==> config.mk <==
export PLATFORM = sky130hd
export DESIGN_NAME = lfsr_delay_gen
export DESIGN_NICKNAME = d
export VERILOG_FILES = /design/src/rtl/lfsr_pkg.sv /design/src/rtl/lfsr_core.sv /design/src/rtl/lfsr_delay_gen.sv
export SDC_FILE = /design/constraint.sdc
export NUM_CORES = 1
export LEC_CHECK = 0
export CORE_UTILIZATION = 51
export DETAILED_ROUTE_END_ITERATION = 12
export PLACE_DENSITY = 0.79
export SLEW_MARGIN = 20
export SYNTH_ARGS = -nofsm -noshare
export SYNTH_HDL_FRONTEND = slang
export SYNTH_SLANG_ARGS = --single-unit
==> constraint.sdc <==
create_clock -name clk -period 4.4 [get_ports clk]
set_input_delay 0.66 -clock clk [delete_from_list [all_inputs] [get_ports clk]]
set_output_delay 0.66 -clock clk [all_outputs]
set_load 0.02 [all_outputs]
==> src/rtl/lfsr_pkg.sv <==
// Shared types, maximal-length tap table and the LFSR step function.
package lfsr_pkg;

  typedef enum logic [1:0] {
    IDLE  = 2'd0,
    ARMED = 2'd1,
    RUN   = 2'd2
  } state_e;

  // Maximal-length XNOR tap masks, bit i set = state[i] feeds the XNOR.
  // Shift direction is towards the MSB with feedback into bit 0.
  localparam logic [32:3][31:0] MAXLEN_TAPS = {
    32'h8020_0003,  // 32
    32'h4800_0000,  // 31
    32'h2000_0029,  // 30
    32'h1400_0000,  // 29
    32'h0900_0000,  // 28
    32'h0400_0013,  // 27
    32'h0200_0023,  // 26
    32'h0120_0000,  // 25
    32'h00E1_0000,  // 24
    32'h0042_0000,  // 23
    32'h0030_0000,  // 22
    32'h0014_0000,  // 21
    32'h0009_0000,  // 20
    32'h0004_0023,  // 19
    32'h0002_0400,  // 18
    32'h0001_2000,  // 17
    32'h0000_D008,  // 16
    32'h0000_6000,  // 15
    32'h0000_2015,  // 14
    32'h0000_100D,  // 13
    32'h0000_0829,  // 12
    32'h0000_0500,  // 11
    32'h0000_0240,  // 10
    32'h0000_0110,  // 9
    32'h0000_00B8,  // 8
    32'h0000_0060,  // 7
    32'h0000_0030,  // 6
    32'h0000_0014,  // 5
    32'h0000_000C,  // 4
    32'h0000_0006   // 3
  };

  // One LFSR step on a 32-bit container; caller truncates to its width.
  // Taps only cover the caller's width, so upper zero bits never feed back.
  function automatic logic [31:0] lfsr_next(input logic [31:0] s, input logic [31:0] taps);
    return {s[30:0], ~^(s & taps)};
  endfunction

endpackage

==> src/rtl/lfsr_core.sv <==
// Free-running XNOR LFSR with seed load; an all-ones seed would lock up, so it maps to zero.
module lfsr_core
  import lfsr_pkg::*;
#(
  parameter int                WIDTH = 7,
  parameter logic [WIDTH-1:0]  TAPS  = WIDTH'(MAXLEN_TAPS[WIDTH])
) (
  input  logic             clk,
  input  logic             rst_n,
  input  logic             seed_load,
  input  logic [WIDTH-1:0] seed,
  output logic [WIDTH-1:0] state
);

  logic [WIDTH-1:0] state_q, state_d;

  // Seed load wins over stepping; lockup seed is swapped for the reset value.
  always_comb begin
    state_d = WIDTH'(lfsr_next(32'(state_q), 32'(TAPS)));
    if (seed_load) state_d = (seed == '1) ? '0 : seed;
  end

  // LFSR state register.
  always_ff @(posedge clk or negedge rst_n) begin
    if (!rst_n) state_q <= '0;
    else        state_q <= state_d;
  end

  assign state = state_q;

endmodule

==> src/rtl/lfsr_delay_gen.sv <==
// Random delay generator: samples the LFSR on start, counts down in ticks, then enables RUN.
module lfsr_delay_gen
  import lfsr_pkg::*;
#(
  parameter int                WIDTH      = 7,
  parameter logic [WIDTH-1:0]  TAPS       = WIDTH'(MAXLEN_TAPS[WIDTH]),
  parameter int                RANGE_BITS = 7,
  parameter int                MIN_DELAY  = 500,
  parameter int                CNT_W      = 12
) (
  input  logic             clk,
  input  logic             rst_n,
  input  logic             seed_load,
  input  logic [WIDTH-1:0] seed,
  input  logic             start,
  input  logic             abort,
  input  logic             tick,
  output logic [WIDTH-1:0] rand_out,
  output logic [CNT_W-1:0] delay_val,
  output logic             busy,
  output logic             done,
  output logic             cenable
);

  if (WIDTH < 3 || WIDTH > 32) begin : g_bad_width
    $error("lfsr_delay_gen: WIDTH must be in 3..32");
  end
  if (RANGE_BITS < 1 || RANGE_BITS > WIDTH) begin : g_bad_range
    $error("lfsr_delay_gen: RANGE_BITS must be in 1..WIDTH");
  end
  if (MIN_DELAY < 1) begin : g_bad_min
    $error("lfsr_delay_gen: MIN_DELAY must be >= 1");
  end
  if (longint'(MIN_DELAY) + (longint'(1) << RANGE_BITS) - 1 >= (longint'(1) << CNT_W))
  begin : g_bad_cnt
    $error("lfsr_delay_gen: CNT_W too narrow for MIN_DELAY + 2**RANGE_BITS - 1");
  end

  localparam logic [CNT_W-1:0] MIN_D = CNT_W'(MIN_DELAY);

  logic [WIDTH-1:0] lfsr_s;
  state_e           state_q, state_d;
  logic [CNT_W-1:0] delay_q, delay_d, arm_delay;
  logic [WIDTH-1:0] rand_q, rand_d;
  logic             done_q, done_d;

  lfsr_core #(.WIDTH(WIDTH), .TAPS(TAPS)) u_lfsr (
    .clk       (clk),
    .rst_n     (rst_n),
    .seed_load (seed_load),
    .seed      (seed),
    .state     (lfsr_s)
  );

  // Countdown loaded on an accepted start, from the pre-step LFSR value.
  assign arm_delay = MIN_D + CNT_W'(lfsr_s[RANGE_BITS-1:0]);

  // Next state: abort beats start beats tick; start while ARMED is ignored.
  always_comb begin
    state_d = state_q;
    delay_d = delay_q;
    rand_d  = rand_q;
    done_d  = 1'b0;
    unique case (state_q)
      IDLE, RUN: begin
        if (abort) begin
          state_d = IDLE;
        end else if (start) begin
          state_d = ARMED;
          rand_d  = lfsr_s;
          delay_d = arm_delay;
        end
      end
      ARMED: begin
        if (abort) begin
          state_d = IDLE;
          delay_d = '0;
        end else if (tick) begin
          if (delay_q <= CNT_W'(1)) begin
            state_d = RUN;
            delay_d = '0;
            done_d  = 1'b1;
          end else begin
            delay_d = delay_q - CNT_W'(1);
          end
        end
      end
      default: begin
        state_d = IDLE;
        delay_d = '0;
      end
    endcase
  end

  // FSM, countdown and captured-sample registers.
  always_ff @(posedge clk or negedge rst_n) begin
    if (!rst_n) begin
      state_q <= IDLE;
      delay_q <= '0;
      rand_q  <= '0;
      done_q  <= 1'b0;
    end else begin
      state_q <= state_d;
      delay_q <= delay_d;
      rand_q  <= rand_d;
      done_q  <= done_d;
    end
  end

  assign rand_out  = rand_q;
  assign delay_val = delay_q;
  assign busy      = (state_q == ARMED);
  assign cenable   = (state_q == RUN);
  assign done      = done_q;

endmodule

==> results.cfg <==
[detailed_routing]
dr_total_vias = 1393
totalWireLength_um = 3690
vias_per_cell = 5.95
first_pass_iters = 8
drtIter0Drc = 83
route.detailed.drc = 4
wl_per_cell_um = 15.8
drtAntennaViolNets = 0

[sta]
finalSetupTns_ns = 0
worst_pin_slew_ns = 0.920
finalCritPeriodShare_pct = 54.4
rsz0062_at_grt = false
fin_crit_ns = 2.40
fin_hold_ws_ns = 0.487
relSlewSlack_pct = 38.7
fin_skew_ns = 0.00631
setup_viol = 0
hold_viol = 0
clock.fmax_ghz = 0.417
drv_slew = 0

[min_path]
worstHoldPathType = flip-flop to flip-flop
hold_end = rand_out[1]$_DFFE_PN0P_
worstHoldPathCells = 2
min-delay-start = rand_out[1]$_DFFE_PN0P_

[critical_path]
required_ns = 4.65
worstSetupPathType = input pin to flip-flop
r2r-end = delay_val[10]$_DFFE_PN0P_
r2r_cells = 5
endpoint_kind = flip-flop
worst_r2r_startpoint = delay_val[0]$_DFFE_PN0P_
r2r_setup_slack_ns = 2.29
critical_path.max_fanout = 11
crit_path_start_kind = input pin
crit_arrival_ns = 2.65

[yosys]
ys_async_sr_fraction_pct = 100
synth_top_flop_cell = dfrtp_1
synthTopCellsByArea = dfrtp_1 (47%), o21ai_0 (6.4%), nand2_1 (5.6%), ha_1 (4.0%), inv_1 (3.1%)
synthCells = 166
ys_seq_area_share_pct = 46.7
yosys.cell_types.count = 40
yosysTopAreaCellShare_pct = 46.7
synth_nets = 184
synth_warnings = 0
synthesis.area_um2 = 1550
synth.avg_cell_area_um2 = 9.36
synth-edff-count = 0
synth_seq_cells = 29
netlist.top_cell.by_area = dfrtp_1

[grt]
first_global_vias = 1370
grt_pass1_wl_um = 6310
grt_usage_pct = 25.9
grt_antenna_before_repair = 0
overflow = 0
grt_max_degree = 30

[power]
p_leak_nw = 0.846
p_int_w = 0.000592
seqPwrFrac_pct = 40.7
switching_share_pct = 40.2
ir_worst_vdd_v = 0.000384
p_comb_share_pct = 42.2
power_switching_w = 0.000399
pwr-share-clk_pct = 17.1
power_density_nw_per_um2 = 502

[floorplan]
core_area_um2 = 2830
die_h_um = 57.2
io_pins = 35
rows = 19
start_util_pct = 54.9
die_w_um = 57.2
dieArea_um2 = 3270

[layout]
multi_input_area_um2 = 759
register_area_um2 = 726
fillCellCount = 232
num-nets-final = 221
antenna_cells = 0
final_common_cell = clkdlybuf4s50_1
mostFrequentLayoutCells = clkdlybuf4s50_1 (34), dfrtp_1 (29), nand2_1 (23), o21ai_0 (20), inv_1 (13)
drive_gt1_share_pct = 6.40
syn_to_final_growth_pct = 27.1

[placement]
gp_congestion = 0.852
dpl.hpwl_um = 2550
port_buffers = 34

[clock_tree]
clk_pin_slew_ns = 0.09
post_cts_buffers = 0
holdBufCountCts = 0
numClockSinks = 29
cts_buffer_depth = 2
cts-buffers-inserted = 5
htree_levels = 2
clkLatencyLatePin_ns = 0.33
clock-root-buffer = clkbuf_4
cts_resized = 0
cts_tree = yes

[outcome]
status = complete, but fails checks
violations = DRC

[run]
cap_viol_max_count = 0
cells by family (layout without fill, tap and decap cells):
logic type,Yosys count,in the layout,synth area share [%]
AND/OR/NAND/NOR,60,60,21.8
AO/OA/AOI/OAI,49,49,20.2
flip-flops,29,29,46.7
buffers and inverters,18,55,4.43
adder cells (fa/ha/maj),5,5,4.03
XOR/XNOR,5,5,2.82
Yosys cell counts, types with 2 or more instances:
library cell and number:
or4b_1 3, nand2_1 23, nor2_1 7, nor2b_1 4, a31oi_1 4, nand4_1 2
o211ai_1 6, dfrtp_1 29, a22oi_1 5, xor2_1 2, o21ai_0 20, a21oi_1 6
nor3_1 4, inv_1 13, nand3_1 4, xnor2_1 3, clkbuf_1 4, ha_1 5
power groups by stage:
| stage | sequential, W | combinational, W | clock (W) |
|---|---|---|---|
| finish | 0.000404 | 0.000418 | 0.000170 |
| CTS | 0.000403 | 0.000418 | 0.000168 |
| global route | 0.000413 | 0.000459 | 0.000178 |
| detailed placement | 0.000407 | 0.000414 | 0 |
| global placement | 0.000402 | 0.000406 | 0 |
| floorplan | 0.000446 | 0.000204 | 0 |
through the flow:
step / total power (W) / util [%] / area (um^2) / setup slack (ns) / std cells
finish: 0.000991 / 69.8 / 1980 / 2.00 / 234
global route: 0.00105 / 69.8 / 1980 / 1.90 / 234
CTS: 0.000988 / 69.8 / 1980 / 2.07 / 234
detailed placement: 0.000821 / 67.9 / 1920 / 1.74 / 227
global placement: 0.000808 / 67.9 / 1920 / 1.80 / 227
floorplan: 0.000650 / - / 1550 / 2.44 / 166
layer usage:
layer | global-route usage [%] | wire length, um | up-vias
met5 | 0 | 0 | -
met4 | 12.5 | 85 | 0
met3 | 7.26 | 187 | 7
met2 | 41.2 | 1790 | 46
met1 | 32.8 | 1630 | 672
li1 | - | - | 668
final cells by class:
| type | instances | area share (%) |
|---|---|---|
| inverter | 13 | 2.47 |
| tap | 31 | 1.96 |
| multi-input combinational | 119 | 38.4 |
| clock buffer | 7 | 2.79 |
| sequential | 29 | 36.7 |
| timing repair buffer | 35 | 17.6 |
registers in the layout (all words and copies together) (netlist names):
name          flops
delay_val        12
rand_out          7
u_lfsr.state      7
state_q           2
done              1
critical path, cell delays in order:
cell             delay [ns]
clkdlybuf4s50_1        0.48
or3_1                  0.39
a21oi_1                0.74
o2bb2a_1               0.30
o21ai_0                0.08
how the worst max path moves through the flow:
stage	startpoint	end	slack, ns	depth (start not counted)
finish	abort	delay_val[7]$_DFFE_PN0P_	2.00	5
global route	abort	delay_val[11]$_DFFE_PN0P_	1.90	5
CTS	abort	delay_val[7]$_DFFE_PN0P_	2.07	5
detailed placement	abort	delay_val[7]$_DFFE_PN0P_	1.74	5
global placement	abort	delay_val[7]$_DFFE_PN0P_	1.80	5
floorplan	delay_val[0]$_DFFE_PN0P_	delay_val[8]$_DFFE_PN0P_	2.44	6
(Power assumes the default switching activity.)
